==> src/rtl/uart_tx_ctrl.sv <==
// UART transmit controller: one-entry holding buffer feeding an IDLE/LOAD/SEND/DONE
// sequencer that drives an external shift-register/counter datapath.
module uart_tx_ctrl #(
    parameter int BAUD_LAST  = 7,
    parameter int FRAME_BITS = 10
) (
    input  logic       clk,
    input  logic       reset,
    input  logic       tx_valid,
    input  logic [7:0] tx_byte,
    output logic       tx_ready,
    output logic [7:0] data_in,
    output logic       load_shift_reg,
    output logic       shift_en,
    output logic       mux_sel,
    output logic       clear_baud_counter,
    output logic       clear_bit_counter,
    input  logic [2:0] baud_counter,
    input  logic [3:0] bit_counter,
    output logic       busy,
    output logic       frame_done,
    output logic       frame_err
);

    typedef enum logic [1:0] {IDLE, LOAD, SEND, DONE} state_t;

    localparam logic [2:0] BAUD_END = 3'(BAUD_LAST);
    localparam logic [3:0] BITS     = 4'(FRAME_BITS);

    state_t     state_q, state_d;
    logic       full_q, full_d;
    logic [7:0] buf_q, buf_d;
    logic       err_q, err_d;
    logic       accept, baud_end, overrun;

    // Reset gates the handshake combinationally so nothing is accepted in a reset cycle.
    assign tx_ready = !full_q && !reset;
    assign accept   = tx_valid && tx_ready;
    assign baud_end = (baud_counter == BAUD_END);
    assign overrun  = (state_q == SEND) && (bit_counter > BITS);

    always_ff @(posedge clk) begin
        if (reset) begin
            state_q <= IDLE;
            full_q  <= 1'b0;
            buf_q   <= 8'h00;
            err_q   <= 1'b0;
        end else begin
            state_q <= state_d;
            full_q  <= full_d;
            buf_q   <= buf_d;
            err_q   <= err_d;
        end
    end

    // LOAD only happens with full_q set, so accept and drain never collide.
    always_comb begin
        buf_d  = accept ? tx_byte : buf_q;
        full_d = accept ? 1'b1 : ((state_q == LOAD) ? 1'b0 : full_q);
        err_d  = err_q | overrun;
    end

    always_comb begin
        state_d            = state_q;
        load_shift_reg     = 1'b0;
        shift_en           = 1'b0;
        mux_sel            = 1'b1;
        clear_baud_counter = 1'b1;
        clear_bit_counter  = 1'b1;
        frame_done         = 1'b0;
        data_in            = 8'h00;
        case (state_q)
            IDLE: begin
                if (full_q || accept) state_d = LOAD;
            end
            LOAD: begin
                load_shift_reg = 1'b1;
                data_in        = buf_q;
                state_d        = SEND;
            end
            SEND: begin
                mux_sel            = 1'b0;
                clear_baud_counter = 1'b0;
                clear_bit_counter  = 1'b0;
                shift_en           = baud_end;
                if (overrun || (baud_end && bit_counter >= BITS)) state_d = DONE;
            end
            DONE: begin
                frame_done = 1'b1;
                state_d    = (full_q || accept) ? LOAD : IDLE;
            end
            default: state_d = IDLE;
        endcase
        // Reset wins mid-frame: outputs go to the idle-line pattern in the same cycle.
        if (reset) begin
            state_d            = IDLE;
            load_shift_reg     = 1'b0;
            shift_en           = 1'b0;
            mux_sel            = 1'b1;
            clear_baud_counter = 1'b1;
            clear_bit_counter  = 1'b1;
            frame_done         = 1'b0;
            data_in            = 8'h00;
        end
    end

    assign busy      = (state_q != IDLE) && !reset;
    assign frame_err = err_q && !reset;

endmodule

==> config.mk <==
export PLATFORM = sky130hd
export DESIGN_NAME = uart_tx_ctrl
export DESIGN_NICKNAME = d
export VERILOG_FILES = /design/src/rtl/uart_tx_ctrl.sv
export SDC_FILE = /design/constraint.sdc
export NUM_CORES = 1
export LEC_CHECK = 0
export ABC_CLOCK_PERIOD_IN_PS = 1500
export CAP_MARGIN = 20
export CORE_MARGIN = 2
export CORE_UTILIZATION = 36
export CTS_BUF_LIST = sky130_fd_sc_hd__clkbuf_8
export DETAILED_ROUTE_END_ITERATION = 7
export PLACE_DENSITY = 0.73
export SETUP_SLACK_MARGIN = 0.15
export SLEW_MARGIN = 40
export SYNTH_ARGS = -nofsm -noshare
export SYNTH_HDL_FRONTEND = slang
export SYNTH_SLANG_ARGS = --single-unit
==> constraint.sdc <==
create_clock -name clk -period 1.5 [get_ports clk]
set_input_delay 0.3 -clock clk [delete_from_list [all_inputs] [get_ports clk]]
set_output_delay 0.3 -clock clk [all_outputs]
set_load 0.01 [all_outputs]
==> results of run 1 <==
-- layout by cell type (no fill, tap or decap), drive strengths merged, types with 2 or more instances in the layout --
cell,netlist,final
dfxtp,12,12
nand2b,2,2
nor2,5,5
buf,3,40
inv,3,3
clkbuf,3,5
nand2,19,19
a21oi,10,10
ha,4,4
and2,8,8
nor2b,6,6
clkdlybuf4s50,0,16
-- sequential cells by signal, summed over array words and instances, names as in the netlist --
signal and cells:
err_q 1, full_q 1, state_q 2, buf_q 8
-- routing by layer --
metal | part of all wire (%) | vias to the layer above | routed length [um] | global-route usage, %
met5 | 0 | - | 0 | 0
met4 | 0 | 0 | 0 | 3.333
met3 | 5.1 | 0 | 109 | 3.462
met2 | 57 | 30 | 1222 | 36.71
met1 | 38 | 351 | 818 | 19.68
li1 | - | 387 | - | -
-- cells by family (layout without fill, tap and decap cells) --
kind of cell | after synthesis | after routing | synth area share [%]
and+or+nand+nor | 42 | 42 | 31.46
buffers and inverters | 9 | 65 | 6.178
DFF | 12 | 12 | 35.95
muxes | 1 | 1 | 1.498
adders and majority gates | 4 | 4 | 7.491
AOI/OAI and AO/OA | 17 | 17 | 17.42
-- worst max path at each step --
stage / to / slack (ps) / cells past startpoint
after global routing: state_q[1] / -200 / 7
after floorplan: state_q[1] / 90 / 6
after CTS: data_in[3] / -160 / 7
final: data_in[3] / -160 / 7
after global placement: shift_en / -480 / 6
after detailed placement: shift_en / -500 / 6
-- through the flow --
stage               total power [W]  hold slack, ps  cells  worst slack, ps
floorplan                 0.0007631           369.1     85            89.66
CTS                        0.001650           458.7    160           -160.8
detailed placement         0.001051           451.0    150           -497.8
global placement           0.001038           439.5    150           -480.5
global route               0.001857           484.2    166           -197.1
finish                     0.001773           457.7    166           -162.8
-- area by class of cell --
class / instances / area share [%]
repair buffers: 58 / 39.64
multi-input cells: 64 / 35.54
flip-flops and latches: 12 / 17.50
clock buffers: 4 / 3.929
well taps: 25 / 2.232
inverters: 3 / 1.161
-- report_power, final --
part           leakage (nW)  internal, W  switching [W]
sequential           0.0997     0.000377      0.0000397
combinational         0.487     0.000594       0.000407
clock                0.0288     0.000232       0.000123
total                 0.615      0.00120       0.000570
-- timing repair --
item,in CTS,in global routing
setup buffers,5,6
endpoints found under the setup margin,19,19
pin swaps,8,8
gates cloned,1,0
resized for setup,108,7
-- Yosys cell counts, drive strengths merged --
master,count
a21boi,1
a21o,1
a21oi,10
a221oi,1
a31oi,1
a41o,1
and2,8
buf,3
clkbuf,3
dfxtp,12
ha,4
inv,3
mux2i,1
nand2,19
nand2b,2
nand3,1
nor2,5
nor2b,6
nor3b,1
o211ai,1
o21a,1
-- worst reg2reg max path: stages (launching register included) --
cell and delay (ps):
dfxtp_4 360, buf_6 110, inv_6 40, ha_4 160, nor3b_4 150, a221oi_2 320, a21boi_2 240, mux2i_1 180
==> results.cfg, run 1 <==
[sta]
fin_tns_setup_ps = -1360
tightest_slew_ps = 319.1
finClkSkew_ps = 1.043
relSlewSlack_pct = 78.73
fin_crit_ps = 1663
finalCritPeriodShare_pct = 110.9
final.setup.worst_slack_ps = -162.8
rsz0062_at_grt = yes
fmax_ghz = 0.6014
slew_violations = 0
setup_viol = 16
finalHoldViolCount = 0

[floorplan]
ios = 35
die_h_um = 47.08
rows = 15
start_util_pct = 38.28
die_area_sq_mm = 0.002217
fp.coreArea_sq_mm = 0.001745
fp.dieW_um = 47.08

[cts]
tritoncts = done
cts_hold_buffers = 0
clk_latency_ps = 240
cts.sinks = 12
cts_buffer_depth = 2
cts_buffers = 3
h-tree-depth = 1
cts_root_buf = clkbuf_8
cts.clk_slew.worst_paths_ps = 60

[yosys]
synthDominantCellAreaShare_pct = 35.96
synth-seq-area-share_pct = 35.96
syn_area_sq_um = 668.1
yosysUniqueCellTypes = 23
ys_ff_latch = 12
syn_area_per_cell_sq_um = 7.860
syn-num-nets = 107
synth_largest_area_cell = dfxtp_1
synthCells = 85
synth_area_leaders = dfxtp_1 (36%), nand2_1 (11%), a21oi_1 (7.5%)
ys_warn_count = 0

[min_path]
hold_start = buf_q[5]
holdPathEnd = buf_q[5]
whs_path_depth = 2
min_path_type = flop to flop

[route]
vias_per_cell = 4.627
drc_errors = 0
first_pass_iters = 4
antenna_left = 0
wl_per_cell_um = 12.95
vias = 768
drt-initial-drc-count = 19
wl_mm = 2.150

[setup_path]
worst_path_max_delay_cell = dfxtp_2
r2r_slack_ps = -130
r2r-end = state_q[1]
critPathTopFamily = buffers and inverters
crit_top_cell = buf_6
critical_path_required_ps = 1200
arrival_ps = 1360
setup.worst_path.start_class = flop
r2r_start = state_q[0]
slowest_delay_ps = 330
crit_type = flop to output port
cp_cell_sequence = inv_2 > ha_4 > nor2b_4 > buf_6 > buf_6 > and2_4 > buf_6
endpoint_kind = output port
r2r_cells = 7
crit_buf_inv = 4
cp-startpoint = state_q[1]
critPathMaxFanout = 5

[placed_design]
routabilityCongestion = 0.7813
io_buffers = 34
place_area_sq_mm = 0.001135
place_hpwl_mm = 1.286

[outcome]
violations = negative setup slack
status = finished with violations

[grt]
grt_max_degree = 10
gr-total-overflow = 0
grt_pass1_wl_mm = 2.856
antenna_found_initial = 0
gr-usage-all-layers_pct = 18.32
grt_pass1_vias = 701

[finish]
layout.nets = 164
fin_area_sq_mm = 0.001401
fillCellCount = 112
utilization_pct = 80.29
antenna_cells = 0
syn2layout_area_growth_pct = 109.7
final-seq-area_sq_um = 245.2
drive_gt1_share_pct = 51.77
multi_input_area_sq_um = 498.0

[pwr]
leakage_nw = 0.6152
vdd_drop_max_uv = 924.8
p_per_area_mw_per_mm2 = 1265

[flow_run]
maxCapViolCount = 0
Note: power is estimated with default switching activity, not from simulation.
==> run 2, diff against run 1 <==
- CORE_MARGIN: 2 -> not set
==> run 2 against run 1 <==
The run still ends with negative setup slack left. Final area rose by 1.6%. Clock power rose by 3%. Die area fell by 8.3%. Maximum frequency fell by 0.35%. Utilization rose by 2.2 points. Sequential share of layout area fell by 0.45 points. Critical path depth did not move. Critical path type unchanged. Largest cell class unchanged.
==> results.cfg, run 2 (synthesis results as in run 1) <==
[outcome]
status = finished with violations
violations = negative setup slack

[grt]
grt_pass1_wl_mm = 3.029
gr-total-overflow = 0
grt_pass1_vias = 752
gr-usage-all-layers_pct = 21.07
antenna_found_initial = 0
grt_max_degree = 10

[cts]
cts_buffers = 3
tritoncts = done
cts_root_buf = clkbuf_8
cts_buffer_depth = 2
cts_hold_buffers = 0
h-tree-depth = 1
cts.sinks = 12
clk_latency_ps = 250
cts.clk_slew.worst_paths_ps = 60

[route]
wl_per_cell_um = 12.83
vias_per_cell = 4.641
antenna_left = 0
wl_met3_um = 85
drt-met1-wl_um = 842
wl_mm = 2.142
drt-initial-drc-count = 11
route.met2.wl_mm = 1.187
drc_errors = 0
dr.max_layer_used = met4
vias = 775
first_pass_iters = 4

[setup_path]
slowest_delay_ps = 330
critPathMaxFanout = 3
crit_buf_inv = 4
critPathTopFamily = buffers and inverters
worst_path_max_delay_cell = dfxtp_2
crit_top_cell = buf_6
setup.worst_path.start_class = flop
arrival_ps = 1370
crit_type = flop to output port
cp_cell_sequence = inv_2 > ha_4 > nor2b_4 > buf_6 > buf_6 > and2_4 > buf_6
critical_path_required_ps = 1200
endpoint_kind = output port

[finish]
layout.nets = 165
drive_gt1_share_pct = 52.11
final_cell_mix = buf_6 (23), nand2_1 (18), clkdlybuf4s50_1 (16), buf_4 (16)
layout_commonest_cell = buf_6
syn2layout_area_growth_pct = 113.1
fin_area_sq_mm = 0.001424
utilization_pct = 82.46
fillCellCount = 106
largest_reg_flops = 8
top_regs = buf_q: 8 flops, state_q: 2 flops
top_register = buf_q
antenna_cells = 0

[sta]
setup_viol = 17
fmax_ghz = 0.5993
finalHoldViolCount = 0
fin_tns_setup_ps = -1241
rsz0062_at_grt = yes
slew_violations = 0
fin_crit_ps = 1669
tightest_slew_ps = 338.8
relSlewSlack_pct = 77.41
final.setup.worst_slack_ps = -168.6
finalCritPeriodShare_pct = 111.2
finClkSkew_ps = 3.267

[floorplan]
fp.dieW_um = 45.08
die_h_um = 45.08
rows = 15
start_util_pct = 38.70
fp.coreArea_sq_mm = 0.001727
ios = 35
die_area_sq_mm = 0.002032

[pwr]
vdd_drop_max_uv = 1122
power.total_w = 0.001857
p_per_area_mw_per_mm2 = 1304
leakage_nw = 0.6120

[flow_run]
maxCapViolCount = 0

[placed_design]
place_hpwl_mm = 1.264
place_area_sq_mm = 0.001150
routabilityCongestion = 0.7374
io_buffers = 34
preCtsSetupSlack_ps = -513.5

[min_path]
min_path_type = flop to flop
==> run 2: cell count changes in the layout (fill, tap and decap cells not counted), sizes merged <==
cell,previous run,this run
buf,40,41
clkbuf,5,4
dlygate4sd2,0,1
==> run 2: repair_timing <==
item                                    4_1_cts  5_1_grt
gates resized for setup                     104        9
pin swaps                                    12        5
buffers inserted                              7        3
endpoints found under the setup margin       19       18
gates cloned                                  1        0
==> run 2: layout make-up <==
type | instances | area (sq um) | area share (%)
Timing Repair Buffer | 59 | 569.3 | 39.98
Multi-Input combinational cell | 64 | 511.7 | 35.94
Sequential cell | 12 | 242.7 | 17.05
Clock buffer | 4 | 55.05 | 3.866
Tap cell | 25 | 31.28 | 2.197
Inverter | 3 | 13.76 | 0.9666
==> run 2: worst reg2reg max path, cell delays in order (launching register included) <==
cell,delay [ps]
dfxtp_2,360
buf_6,120
inv_4,40
ha_4,160
buf_6,120
nor2b_4,110
a221oi_2,230
a21boi_2,250
mux2i_1,190
==> run 2: metal layers <==
layer  up-vias  GRT usage (%)
met5         -              0
met4         0          10.91
met3         4          3.600
met2        29          41.74
met1       352          20.20
li1        390              -
==> run 2: path summary, 6_finish.rpt <==
path,from,endpoint,slack [ps],depth (start not counted)
setup / recovery,state_q[1],data_in[6],-170,7
setup reg to reg,state_q[0],state_q[1],-150,8
hold / removal,buf_q[3],buf_q[3],460,2
hold reg to reg,buf_q[3],buf_q[3],460,2
==> run 2: power by group <==
part / leakage (nW) / internal (W) / total, W / switching (W)
clock network: 0.0288 / 0.000233 / 0.000365 / 0.000133
registers: 0.0994 / 0.000373 / 0.000406 / 0.0000327
logic: 0.484 / 0.000638 / 0.00109 / 0.000448
total: 0.612 / 0.00124 / 0.00186 / 0.000613
==> run 2: metrics by stage <==
stage,hold WS (ps),std cells
finish,455.2,167
global route,485.5,167
CTS,458.2,164
detailed placement,450.8,152
global placement,440.3,152
floorplan,369.1,85
==> run 3, diff against run 2 <==
- CELL_PAD_IN_SITES_DETAIL_PLACEMENT: not set -> 0
- CELL_PAD_IN_SITES_GLOBAL_PLACEMENT: not set -> 1
- CORE_UTILIZATION: 36 -> 25
- PLACE_DENSITY: 0.73 -> 0.74
==> run 3 against run 2 <==
The run still ends with negative setup slack left. Cell count is the same. Setup slack better by 49 ps. Hold slack got worse by 2.7 ps. Final area decreased by 5.4%. Sequential power barely moved. Utilization is 29 points lower. Critical path depth down 1. Total power decreased by 9.8%. Largest cell class unchanged.
==> results.cfg, run 3 (synthesis results as in run 1) <==
[outcome]
status = finished with violations
violations = negative setup slack

[pwr]
leakage_nw = 0.5984
p_per_area_mw_per_mm2 = 1242
vdd_drop_max_uv = 788.0

[route]
first_pass_iters = 4
wl_per_cell_um = 11.29
antenna_left = 0
drc_errors = 0
vias = 735
vias_per_cell = 4.401
drt-initial-drc-count = 2
wl_mm = 1.885

[setup_path]
r2r_cells = 8
critical_path_required_ps = 1200
critPathTopFamily = buffers and inverters
arrival_ps = 1320
r2r_slack_ps = -110
setup.worst_path.start_class = flop
r2r-end = state_q[1]
endpoint_kind = output port
critical_path_cell_count = 6
crit_buf_inv = 4
worst_path_max_delay_cell = dfxtp_2
cp_cell_sequence = buf_6 > buf_4 > buf_6 > ha_4 > nor2b_1 > buf_2
crit_type = flop to output port
crit_top_cell = buf_6
r2r_start = state_q[0]
critPathMaxFanout = 3
slowest_delay_ps = 320

[finish]
layout.nets = 160
fillCellCount = 249
drive_gt1_share_pct = 48.18
antenna_cells = 0
syn2layout_area_growth_pct = 101.7
utilization_pct = 53.90
instances_no_fill = 167
top_register = buf_q
top_regs = buf_q: 8 flops, state_q: 2 flops
final_cell_mix = nand2_1 (18), buf_6 (18), clkdlybuf4s50_1 (16), buf_4 (14)
largest_reg_flops = 8

[flow_run]
maxCapViolCount = 0

[cts]
tritoncts = done
h-tree-depth = 1
cts_hold_buffers = 0
cts_buffer_depth = 2
cts.clk_slew.worst_paths_ps = 50
cts_root_buf = clkbuf_8
cts.sinks = 12
cts_buffers = 3
clk_latency_ps = 250

[floorplan]
start_util_pct = 26.73
fp.coreArea_sq_mm = 0.002500
rows = 18
die_h_um = 53.70
ios = 35
die_area_sq_mm = 0.002883
fp.dieW_um = 53.70

[sta]
tightest_slew_ps = 335.4
fmax_ghz = 0.6175
finClkSkew_ps = 1.439
slew_violations = 0
setup_viol = 16
finalCritPeriodShare_pct = 108.0
fin_crit_ps = 1619
relSlewSlack_pct = 77.64
rsz0062_at_grt = yes
final.setup.worst_slack_ps = -119.4
finalHoldViolCount = 0

[grt]
grt_max_degree = 12
grt_pass1_wl_mm = 2.787
antenna_found_initial = 0
gr-total-overflow = 0
gr-usage-all-layers_pct = 14.14
grt_pass1_vias = 660

[min_path]
whs_path_depth = 2
holdPathEnd = buf_q[5]
hold_start = buf_q[5]
min_path_type = flop to flop

[placed_design]
place_hpwl_mm = 1.280
io_buffers = 34
preCtsSetupSlack_ps = -514.9
numPlacedInstances = 156
routabilityCongestion = 0.6548
-- run 3: layout make-up --
class	count	area (sq um)	area share, %
flip-flops and latches	12	242.7	18.01
clock buffers	4	55.05	4.085
inverters	3	16.27	1.207
repair buffers	54	509.2	37.79
multi-input cells	64	486.7	36.12
well taps	30	37.54	2.786
-- run 3: worst reg2reg max path, stage by stage, from the launching register on --
cell and delay, ps:
dfxtp_2 340, buf_6 110, inv_6 40, ha_4 160
buf_6 120, nor2b_4 120, a221oi_4 220, a21boi_4 240
mux2i_1 180
-- run 3: routing by layer --
metal	part of all wire, %	vias up	global-route usage, %
met5	0	-	0
met4	2.3	0	9.211
met3	8.3	5	5.085
met2	49	25	23.46
met1	40	326	14.97
li1	-	379	-
-- run 3: how the worst max path moves through the flow --
| stage | from | end | slack (ps) |
|---|---|---|---|
| after detailed placement | reset | data_in[4] | -510 |
| final | state_q[0] | frame_done | -120 |
| after global placement | reset | shift_en | -510 |
| after CTS | state_q[1] | data_in[4] | -110 |
| after global routing | state_q[0] | state_q[1] | -210 |
| after floorplan | state_q[0] | state_q[1] | 90 |
-- run 3: per-stage QoR --
| stage | setup TNS, ps | hold slack, ps | area [sq um] | power [W] |
|---|---|---|---|---|
| floorplan | 0 | 369.1 | 706.9 | 0.0007631 |
| global placement | -8401 | 440.1 | 1149 | 0.001050 |
| detailed placement | -8493 | 446.1 | 1149 | 0.001060 |
| CTS | -1003 | 453.7 | 1255 | 0.001520 |
| global route | -2149 | 471.0 | 1348 | 0.001789 |
| finish | -1237 | 452.5 | 1348 | 0.001674 |
-- run 3: timing repair --
action / 4_1_cts / 5_1_grt
cloned: 1 / 0
setup endpoints to repair: 19 / 18
pin swaps: 2 / 4
gates resized for setup: 96 / 10
setup buffers: 1 / 5
-- run 3: power by group --
group	leakage, nW	switching (W)	internal (W)
clock network	0.0288	0.000128	0.000233
logic	0.470	0.000376	0.000532
registers	0.0994	0.0000308	0.000373
total	0.598	0.000535	0.00114
